<file path="src/rtl/xgmii_rx_deframer.sv">
// XGMII receive deframer: finds Start in lane 0 or 4, checks/strips preamble+SFD,
// realigns lane-4 frames and emits a word stream with SOP/EOP/keep/error.
module xgmii_rx_deframer (
  input  logic        xgmii_clk,
  input  logic        sys_rst,
  input  logic [7:0]  xgmii_rxc,
  input  logic [63:0] xgmii_rxd,
  output logic        rx_valid,
  output logic [63:0] rx_data,
  output logic [7:0]  rx_keep,
  output logic        rx_sop,
  output logic        rx_eop,
  output logic        rx_err,
  output logic [15:0] bad_pre_cnt
);

  localparam logic [7:0] CODE_START = 8'hFB;
  localparam logic [7:0] CODE_TERM  = 8'hFD;

  typedef enum logic [1:0] {
    ST_IDLE  = 2'd0,
    ST_PRE4  = 2'd1,
    ST_DATA  = 2'd2,
    ST_DRAIN = 2'd3
  } state_t;

  function automatic logic [7:0] keep_mask(input logic [3:0] n);
    logic [8:0] m;
    m = (9'h001 << n) - 9'h001;
    return m[7:0];
  endfunction

  function automatic logic [63:0] mask_bytes(input logic [63:0] d, input logic [7:0] k);
    logic [63:0] r;
    for (int i = 0; i < 8; i++) begin
      r[8*i +: 8] = k[i] ? d[8*i +: 8] : 8'h00;
    end
    return r;
  endfunction

  state_t      state_r;
  logic        align_r;
  logic [31:0] held_r;
  logic        sop_next_r;
  logic [7:0]  drain_keep_r;
  logic        pend_valid_r;
  logic [63:0] pend_data_r;
  logic [7:0]  pend_keep_r;
  logic        pend_sop_r;
  logic        pend_eop_r;
  logic        pend_err_r;

  logic [2:0]  ctrl_lane_s;
  logic        ctrl_found_s;
  logic [7:0]  ctrl_byte_s;
  logic [3:0]  term_n_s;
  logic        term_s;
  logic        err_s;
  logic        lane0_start_s;
  logic        lane0_ok_s;
  logic        lane4_start_s;
  logic        lane4_ok_s;
  logic        pre4_ok_s;
  logic [63:0] al_word_s;
  state_t      start_state_s;
  logic        start_bad_s;
  logic        bad_inc_s;
  logic        abort_s;
  logic        retag_s;

  // Decode the incoming word: first control lane, Start/preamble checks, realigned word.
  always_comb begin
    ctrl_lane_s = 3'd0;
    for (int i = 7; i >= 0; i--) begin
      ctrl_lane_s = xgmii_rxc[i] ? 3'(i) : ctrl_lane_s;
    end
    ctrl_found_s  = |xgmii_rxc;
    ctrl_byte_s   = xgmii_rxd[8*ctrl_lane_s +: 8];
    term_n_s      = {1'b0, ctrl_lane_s};
    term_s        = ctrl_found_s && (ctrl_byte_s == CODE_TERM);
    err_s         = ctrl_found_s && !term_s;
    lane0_start_s = xgmii_rxc[0] && (xgmii_rxd[7:0] == CODE_START);
    lane0_ok_s    = (xgmii_rxc == 8'h01) && (xgmii_rxd == 64'hD555_5555_5555_55FB);
    lane4_start_s = xgmii_rxc[4] && (xgmii_rxd[39:32] == CODE_START);
    lane4_ok_s    = lane4_start_s && (xgmii_rxc[7:5] == 3'b000) && (xgmii_rxd[63:40] == 24'h55_5555);
    pre4_ok_s     = (xgmii_rxc[3:0] == 4'h0) && (xgmii_rxd[31:0] == 32'hD555_5555);
    al_word_s     = {xgmii_rxd[31:0], held_r};

    if (lane0_start_s) begin
      start_state_s = lane0_ok_s ? ST_DATA : ST_IDLE;
      start_bad_s   = !lane0_ok_s;
    end else if (lane4_start_s) begin
      start_state_s = lane4_ok_s ? ST_PRE4 : ST_IDLE;
      start_bad_s   = !lane4_ok_s;
    end else begin
      start_state_s = ST_IDLE;
      start_bad_s   = 1'b0;
    end

    case (state_r)
      ST_IDLE, ST_DRAIN: bad_inc_s = start_bad_s;
      ST_PRE4:           bad_inc_s = !pre4_ok_s;
      ST_DATA:           bad_inc_s = err_s && start_bad_s;
      default:           bad_inc_s = 1'b0;
    endcase

    // The pending word may belong to the previous frame (DRAIN -> DATA); never retag that one.
    abort_s = (state_r == ST_DATA) && err_s && pend_valid_r && !pend_eop_r;
    retag_s = abort_s || ((state_r == ST_DATA) && !align_r && term_s &&
                          (ctrl_lane_s == 3'd0) && pend_valid_r && !pend_eop_r);
  end

  // Frame FSM, pending-word register and output register.
  always_ff @(posedge xgmii_clk) begin
    if (sys_rst) begin
      state_r      <= ST_IDLE;
      align_r      <= 1'b0;
      held_r       <= 32'h0;
      sop_next_r   <= 1'b0;
      drain_keep_r <= 8'h00;
      pend_valid_r <= 1'b0;
      pend_data_r  <= 64'h0;
      pend_keep_r  <= 8'h00;
      pend_sop_r   <= 1'b0;
      pend_eop_r   <= 1'b0;
      pend_err_r   <= 1'b0;
      rx_valid     <= 1'b0;
      rx_data      <= 64'h0;
      rx_keep      <= 8'h00;
      rx_sop       <= 1'b0;
      rx_eop       <= 1'b0;
      rx_err       <= 1'b0;
      bad_pre_cnt  <= 16'h0000;
    end else begin
      rx_valid <= pend_valid_r;
      rx_data  <= pend_data_r;
      rx_keep  <= pend_keep_r;
      rx_sop   <= pend_sop_r;
      rx_eop   <= pend_eop_r | retag_s;
      rx_err   <= pend_err_r | abort_s;
      if (bad_inc_s && (bad_pre_cnt != 16'hFFFF)) begin
        bad_pre_cnt <= bad_pre_cnt + 16'h0001;
      end

      pend_valid_r <= 1'b0;
      pend_data_r  <= 64'h0;
      pend_keep_r  <= 8'h00;
      pend_sop_r   <= 1'b0;
      pend_eop_r   <= 1'b0;
      pend_err_r   <= 1'b0;

      case (state_r)
        ST_IDLE, ST_DRAIN: begin
          if (state_r == ST_DRAIN) begin
            pend_valid_r <= 1'b1;
            pend_data_r  <= mask_bytes({32'h0, held_r}, drain_keep_r);
            pend_keep_r  <= drain_keep_r;
            pend_eop_r   <= 1'b1;
          end
          state_r    <= start_state_s;
          align_r    <= 1'b0;
          sop_next_r <= 1'b1;
        end
        ST_PRE4: begin
          if (pre4_ok_s) begin
            held_r  <= xgmii_rxd[63:32];
            align_r <= 1'b1;
            state_r <= ST_DATA;
          end else begin
            state_r    <= start_state_s;
            align_r    <= 1'b0;
            sop_next_r <= 1'b1;
          end
        end
        ST_DATA: begin
          if (term_s) begin
            sop_next_r <= 1'b0;
            if (!align_r) begin
              state_r <= ST_IDLE;
              if (ctrl_lane_s != 3'd0) begin
                pend_valid_r <= 1'b1;
                pend_data_r  <= mask_bytes(xgmii_rxd, keep_mask(term_n_s));
                pend_keep_r  <= keep_mask(term_n_s);
                pend_sop_r   <= sop_next_r;
                pend_eop_r   <= 1'b1;
              end
            end else if (ctrl_lane_s <= 3'd4) begin
              state_r      <= ST_IDLE;
              pend_valid_r <= 1'b1;
              pend_data_r  <= mask_bytes(al_word_s, keep_mask(term_n_s + 4'd4));
              pend_keep_r  <= keep_mask(term_n_s + 4'd4);
              pend_sop_r   <= sop_next_r;
              pend_eop_r   <= 1'b1;
            end else begin
              // Lanes 4..t-1 do not fit: emit a full word now and the tail from DRAIN.
              state_r      <= ST_DRAIN;
              pend_valid_r <= 1'b1;
              pend_data_r  <= al_word_s;
              pend_keep_r  <= 8'hFF;
              pend_sop_r   <= sop_next_r;
              held_r       <= xgmii_rxd[63:32];
              drain_keep_r <= keep_mask(term_n_s - 4'd4);
            end
          end else if (err_s) begin
            state_r    <= start_state_s;
            align_r    <= 1'b0;
            sop_next_r <= 1'b1;
          end else begin
            pend_valid_r <= 1'b1;
            pend_data_r  <= align_r ? al_word_s : xgmii_rxd;
            pend_keep_r  <= 8'hFF;
            pend_sop_r   <= sop_next_r;
            sop_next_r   <= 1'b0;
            if (align_r) begin
              held_r <= xgmii_rxd[63:32];
            end
          end
        end
        default: state_r <= ST_IDLE;
      endcase
    end
  end

endmodule

</file>
<file path="config.mk">
export PLATFORM = sky130hd
export DESIGN_NAME = xgmii_rx_deframer
export DESIGN_NICKNAME = d
export VERILOG_FILES = /design/src/rtl/xgmii_rx_deframer.sv
export SDC_FILE = /design/constraint.sdc
export NUM_CORES = 1
export LEC_CHECK = 0
export CAP_MARGIN = 15
export CORE_ASPECT_RATIO = 1.1
export CORE_MARGIN = 2
export CORE_UTILIZATION = 51
export CTS_CLUSTER_DIAMETER = 50
export CTS_CLUSTER_SIZE = 14
export DETAILED_ROUTE_END_ITERATION = 7
export PLACE_DENSITY = 0.78
export SYNTH_ARGS = -nofsm -noshare
export SYNTH_HDL_FRONTEND = slang
export SYNTH_SLANG_ARGS = --single-unit
export TNS_END_PERCENT = 10
</file>
<file path="constraint.sdc">
create_clock -name xgmii_clk -period 3.8 [get_ports xgmii_clk]
set_input_delay 0.38 -clock xgmii_clk [delete_from_list [all_inputs] [get_ports xgmii_clk]]
set_output_delay 0.38 -clock xgmii_clk [all_outputs]
set_load 0.01 [all_outputs]
</file>
==> results of run 1 <==
[registers in the layout, summed over array words and instances (netlist names)]
| name | count |
|---|---|
| pend_data_r | 64 |
| rx_data | 64 |
| held_r | 32 |
| bad_pre_cnt | 16 |
| drain_keep_r | 8 |
| pend_keep_r | 8 |
| rx_keep | 8 |
| state_r | 2 |
| align_r | 1 |
| pend_eop_r | 1 |
| pend_sop_r | 1 |
| pend_valid_r | 1 |
| rx_eop | 1 |
| rx_err | 1 |
| rx_sop | 1 |
| rx_valid | 1 |
| sop_next_r | 1 |
[through the flow]
stage | utilization (%) | cells | instance area (µm²) | power, mW
after CTS | 68.53 | 1154 | 10360 | 4.140
after global placement | 65.20 | 1131 | 9853 | 2.504
after detailed placement | 65.20 | 1131 | 9853 | 2.503
after global routing | 68.53 | 1154 | 10360 | 4.245
after floorplan | - | 783 | 7934 | 2.356
final | 68.55 | 1155 | 10360 | 4.113
[per-layer routing]
metal  routed length (µm)  vias to the layer above  track usage, %
li1                     -                     3083               -
met1                 8281                     2888           29.88
met2                 9684                      179           40.42
met3                 1221                       33           4.561
met4                  467                        0           7.982
met5                    0                        -               0
[critical path, stage by stage]
cell	delay (ns)
clkdlybuf4s50_1	0.58
or4_1	0.71
nor4_1	0.43
nor3b_1	0.23
nand3_1	0.17
and2_1	0.27
a21oi_2	0.26
nand2_1	0.22
nand4_1	0.16
mux2_2	0.33
[placed cells by master (no fill, tap or decap), types with 18 or more instances in the layout]
cell             count
a21oi_1             24
a22o_1              31
buf_4               23
clkbuf_16           19
clkdlybuf4s50_1    164
dfxtp_1            210
mux2i_1             59
nand2_1             39
nand3_1             21
nor2_1             100
nor2b_1             80
o21ai_0             18
[path summary, 6_finish.rpt]
path	from	end	slack [ns]	depth (start not counted)
worst max-delay path	xgmii_rxc[4]	bad_pre_cnt[11]	0.43	10
worst min-delay path	sys_rst	sop_next_r	0.35	2
worst max register to register	state_r[0]	bad_pre_cnt[5]	1.11	8
worst min register to register	pend_data_r[53]	rx_data[53]	0.43	1
[cell type report]
| type | instances | area [µm²] | area share, % |
|---|---|---|---|
| antenna | 1 | 2.502 | 0.02415 |
| clock buffer | 20 | 479.2 | 4.626 |
| clock inverter | 3 | 25.02 | 0.2415 |
| inverter | 11 | 41.29 | 0.3986 |
| multi-input combinational | 525 | 3507 | 33.85 |
| sequential | 211 | 4225 | 40.79 |
| tap | 196 | 245.2 | 2.367 |
| timing repair buffer | 188 | 1834 | 17.71 |
[synthesized netlist by cell type, drive strengths merged (2+ instances only)]
cell type and n:
dfxtp 211, nor2 102, nor2b 80, mux2i 59
nand2 40, a22o 31, a21oi 26, clkbuf 23
nand3 22, o21ai 21, nor4 16, buf 13
inv 11, or3 10, a22oi 9, nor3 9
and3 8, ha 8, nand4 8, xnor2 7
a21boi 6, mux2 5, nand2b 5, a21o 4
a221oi 4, and2 4, and4 4, and4b 4
nand4b 4, nor3b 4, a211oi 3, a31oi 3
or4 3, a32oi 2, o211ai 2, or4b 2
[cell families (layout without fill, tap and decap cells)]
| group | count (synthesis) | after routing | share of synthesized area, % |
|---|---|---|---|
| other | 0 | 1 | 0 |
| buffers and inverters | 47 | 222 | 2.649 |
| adders and majority gates | 8 | 8 | 1.262 |
| and+or+nand+nor | 327 | 327 | 22.43 |
| xor gates and xnor gates | 8 | 8 | 0.8832 |
| AOI/OAI and AO/OA | 118 | 118 | 11.34 |
| DFF | 211 | 211 | 53.24 |
| muxes | 64 | 64 | 8.201 |
[power groups by stage]
stage / logic (mW) / clock network [mW] / registers, mW
floorplan: 0.0944 / 0 / 2.26
global placement: 0.242 / 0 / 2.26
detailed placement: 0.241 / 0 / 2.26
CTS: 0.242 / 1.69 / 2.21
global route: 0.263 / 1.77 / 2.21
finish: 0.243 / 1.66 / 2.21
==> results.json, run 1 <==
{
  "outcome": "finished clean",
  "async_reset_ff_share_pct": 0,
  "whs_ns": 0.3519,
  "drtAntennaViolNets": 0,
  "start_kind": "input pin",
  "yosysUniqueCellTypes": 68,
  "synth_nets": 865,
  "overflow": 0,
  "die_x_um": 122.9,
  "nFillCells": 1185,
  "ys_seq_elements": 211,
  "ys.flop_type": "dfxtp_1",
  "dp_slack_ns": -0.01831,
  "p_int_mw": 3.224,
  "setup_viol": 0,
  "tns_ns": 0,
  "arrival_ns": 3.74,
  "syn_to_final_growth_pct": 30.58,
  "htree_levels": 1,
  "layout_setup_ws_ns": 0.4349,
  "finalMaxSlewViolations": 0,
  "dr.pass1.iters": 4,
  "clock_power_share_pct": 40.3,
  "track_usage_pct": 23.70,
  "min-delay-path-class": "in2reg",
  "cts_sinks": 211,
  "syn_avg_cell_area_um2": 10.13,
  "ys.warnings.count": 0,
  "critical_path.endpoint_type": "flip-flop",
  "initial_core_util_pct": 52.50,
  "drcViolationCount": 0,
  "std_cell_rows": 47,
  "layout-drive-gt1-share_pct": 7.307,
  "cts_hold_buf": 0,
  "synth.top_cell.area_share_pct": 53.24,
  "synth_top_cell_by_area": "dfxtp_1",
  "grt_start_max_net_pins": 88,
  "cts_buffer_depth": 3,
  "grt_pass1_wl_um": 31160,
  "syn_area_um2": 7934,
  "drt_iter0_drc": 336,
  "fp.coreArea_um2": 15110,
  "post-route-min-period_ns": 3.365,
  "antenna_found_initial": 1,
  "power_frac_comb_pct": 5.9,
  "wl_um": 19660,
  "post_cts_resized": 0,
  "synth_area_leaders": "dfxtp_1, mux2i_1, nor2b_1",
  "cts.reportedPaths.clkPinSlew_ns": 0.06,
  "p_sw_mw": 0.8889,
  "skew_ns": 0.007715,
  "clk_latency_ns": 0.49,
  "hold_viol": 0,
  "relSlewSlack_pct": 42.37,
  "switching_share_pct": 21.61,
  "synth-edff-count": 0,
  "rsz0062_at_grt": "false",
  "cap_violations": 0,
  "fmax_mhz": 297.2,
  "ios": 166,
  "nets": 1038,
  "worst_pin_slew_ns": 0.8644,
  "crit_required_ns": 4.17,
  "portBuffers": 165,
  "die-area_um2": 16570,
  "postCtsSetupBuffers": 0,
  "power_frac_seq_pct": 53.8,
  "power.leakage_nw": 3.701,
  "syn_inst": 783,
  "die_y_um": 134.8,
  "vias": 6183,
  "dp_hpwl_um": 14510,
  "cp_max_fo": 8,
  "first_global_vias": 5949,
  "cts_tree": "built",
  "crit_type": "in2reg",
  "vias_per_cell": 5.353,
  "power_density_nw_per_um2": 397.0,
  "cts-buffers-inserted": 19,
  "cts-root-buf": "clkbuf_16",
  "synth-seq-area-share_pct": 53.24,
  "gp_congestion": 0.9143,
  "wire_per_inst_um": 17.02,
  "vdd_drop_max_uv": 293.7,
  "fin_crit_sh_pct": 88.55
}
Power figures use the tool's default switching activity.
==> run 2: changes to the inputs <==
--- a/config.mk
+++ b/config.mk
@@ -7,7 +7,7 @@
 export LEC_CHECK = 0
 export CAP_MARGIN = 15
 export CORE_ASPECT_RATIO = 1.1
-export CORE_MARGIN = 2
+export CORE_MARGIN = 4
 export CORE_UTILIZATION = 51
 export CTS_CLUSTER_DIAMETER = 50
 export CTS_CLUSTER_SIZE = 14
==> run 2 against run 1 <==
Against the previous run:
- core utilization grew 0.22 points
- non-clock buffer count grew 5
- critical path depth is the same
- register-to-register slack lost 0.04 ns
- first-iteration DRC count grew 39%
- sequential power is essentially flat
- combinational power is essentially flat
- hold slack lost 0.19 ns
- global-route usage shrank 1.4 points
- via count grew 3.2%
- clock skew shrank 0.0014 ns
- count of clock-buffer cells in the layout is the same
- critical path type unchanged
==> results.json, run 2 (same netlist as run 1, synthesis figures left out) <==
{
  "outcome": "finished clean",
  "drcViolationCount": 0,
  "vias": 6381,
  "layout-drive-gt1-share_pct": 7.884,
  "path_delay_family": "compound AO/OA/AOI/OAI gates",
  "crit_cells": 10,
  "htree_levels": 1,
  "tns_ns": 0,
  "post_cts_resized": 0,
  "cts-buffers-inserted": 19,
  "cts_tree": "built",
  "nets": 1043,
  "rsz0062_at_grt": "false",
  "relSlewSlack_pct": 42.05,
  "first_global_vias": 6386,
  "overflow": 0,
  "start_kind": "input pin",
  "vias_per_cell": 5.501,
  "wl_met2_um": 9872,
  "antenna_found_initial": 0,
  "wire_per_inst_um": 17.39,
  "critPathLaunch": "xgmii_rxc[3]",
  "hp-start": "sys_rst",
  "min-delay-path-class": "in2reg",
  "skew_ns": 0.006276,
  "portBuffers": 165,
  "track_usage_pct": 22.34,
  "cts_hold_buf": 0,
  "power_density_nw_per_um2": 400.3,
  "layout_common_cells": "dfxtp_1, clkdlybuf4s50_1, nor2_1",
  "fin_crit_sh_pct": 86.86,
  "clk_latency_ns": 0.48,
  "die-area_um2": 17620,
  "critical_path.endpoint_type": "flip-flop",
  "worst_pin_slew_ns": 0.8692,
  "cts_buffer_depth": 3,
  "post_dp_cell_area_um2": 9903,
  "gp_congestion": 0.9213,
  "final_common_cell": "dfxtp_1",
  "cap_violations": 0,
  "wl_um": 20170,
  "grt_pass1_wl_um": 32640,
  "die_y_um": 138.8,
  "path_buf_inv": 2,
  "met1_length_um": 8485,
  "dr.pass1.iters": 5,
  "vdd_drop_max_uv": 242.3,
  "critPathCapture": "bad_pre_cnt[5]",
  "r2r_start": "state_r[0]",
  "hold_viol": 0,
  "ios": 166,
  "syn_to_final_growth_pct": 31.51,
  "drtAntennaViolNets": 0,
  "cts_sinks": 211,
  "cp_max_fo": 12,
  "cts-root-buf": "clkbuf_16",
  "arrival_ns": 3.70,
  "power_mw": 4.177,
  "initial_core_util_pct": 52.29,
  "grt_start_max_net_pins": 81,
  "highest_layer": "met4",
  "nFillCells": 1235,
  "reg2reg_depth": 8,
  "power.leakage_nw": 3.743,
  "rr_endpoint": "bad_pre_cnt[5]",
  "crit_required_ns": 4.20,
  "reg2reg_setup_slack_ns": 1.07,
  "dp_hpwl_um": 14860,
  "std_cell_rows": 47,
  "slowest_stage": "clkdlybuf4s50_1",
  "crit_type": "in2reg",
  "post-route-min-period_ns": 3.300,
  "cp_cell_sequence": "clkdlybuf4s50_1 > inv_2 > a221oi_4 > mux2_4 > a222oi_1 > o41a_4 > nand4_4 > and2_1 > or4_1 > a21oi_1",
  "top_regs": "pend_data_r (64), rx_data (64), held_r (32)",
  "slowest_delay_ns": 0.60,
  "cts.reportedPaths.clkPinSlew_ns": 0.06,
  "drt_iter0_drc": 467,
  "dr_wl_met3_um": 1195,
  "die_x_um": 126.9,
  "setup_viol": 0,
  "postCtsSetupBuffers": 0,
  "final_area_um2": 10430,
  "fp.coreArea_um2": 15170,
  "diodes": 0,
  "fmax_mhz": 303.0,
  "finalMaxSlewViolations": 0
}
[run 2: final cells by class]
class / instances / area, µm² / area share [%]
inverters: 11 / 41.29 / 0.3957
well taps: 196 / 245.2 / 2.350
flip-flops and latches: 211 / 4225 / 40.50
clock inverters: 4 / 51.30 / 0.4917
clock buffers: 20 / 479.2 / 4.593
repair buffers: 193 / 1884 / 18.06
multi-input cells: 525 / 3507 / 33.61
[run 2: worst register-to-register path: stages (launching register included)]
cell	delay, ns
dfxtp_1	0.52
inv_1	0.11
ha_1	0.54
inv_1	0.11
nor4_1	0.36
a21oi_2	0.08
and2_1	0.28
or4_1	0.50
a21oi_1	0.17
[run 2: how the worst min path moves through the flow]
stage,cells past startpoint,end,slack (ns)
finish,2,state_r[0],0.17
global route,2,state_r[0],0.16
CTS,2,state_r[0],0.14
detailed placement,1,rx_data[58],0.42
global placement,1,rx_data[19],0.42
floorplan,1,rx_data[0],0.41
[run 2: layer usage]
metal  track usage (%)  vias up
met5                 0        -
met4             7.736        0
met3             3.814       49
met2             38.43      214
met1             28.23     3030
li1                  -     3088
[run 2: per-stage QoR]
step / util [%] / cells / hold slack (ns) / setup WS (ns)
after floorplan: - / 783 / 0.4138 / 0.7364
after global placement: 65.27 / 1136 / 0.4174 / 0.1148
after detailed placement: 65.27 / 1136 / 0.4204 / 0.03527
after CTS: 68.77 / 1160 / 0.1444 / 0.5279
after global routing: 68.77 / 1160 / 0.1566 / 0.3178
final: 68.77 / 1160 / 0.1653 / 0.4995
[run 2: power breakdown]
| group | total [mW] | internal [mW] | switching (mW) |
|---|---|---|---|
| combinational | 0.246 | 0.114 | 0.132 |
| clock | 1.72 | 0.966 | 0.753 |
| sequential | 2.21 | 2.21 | 0.000320 |
| total | 4.18 | 3.29 | 0.885 |
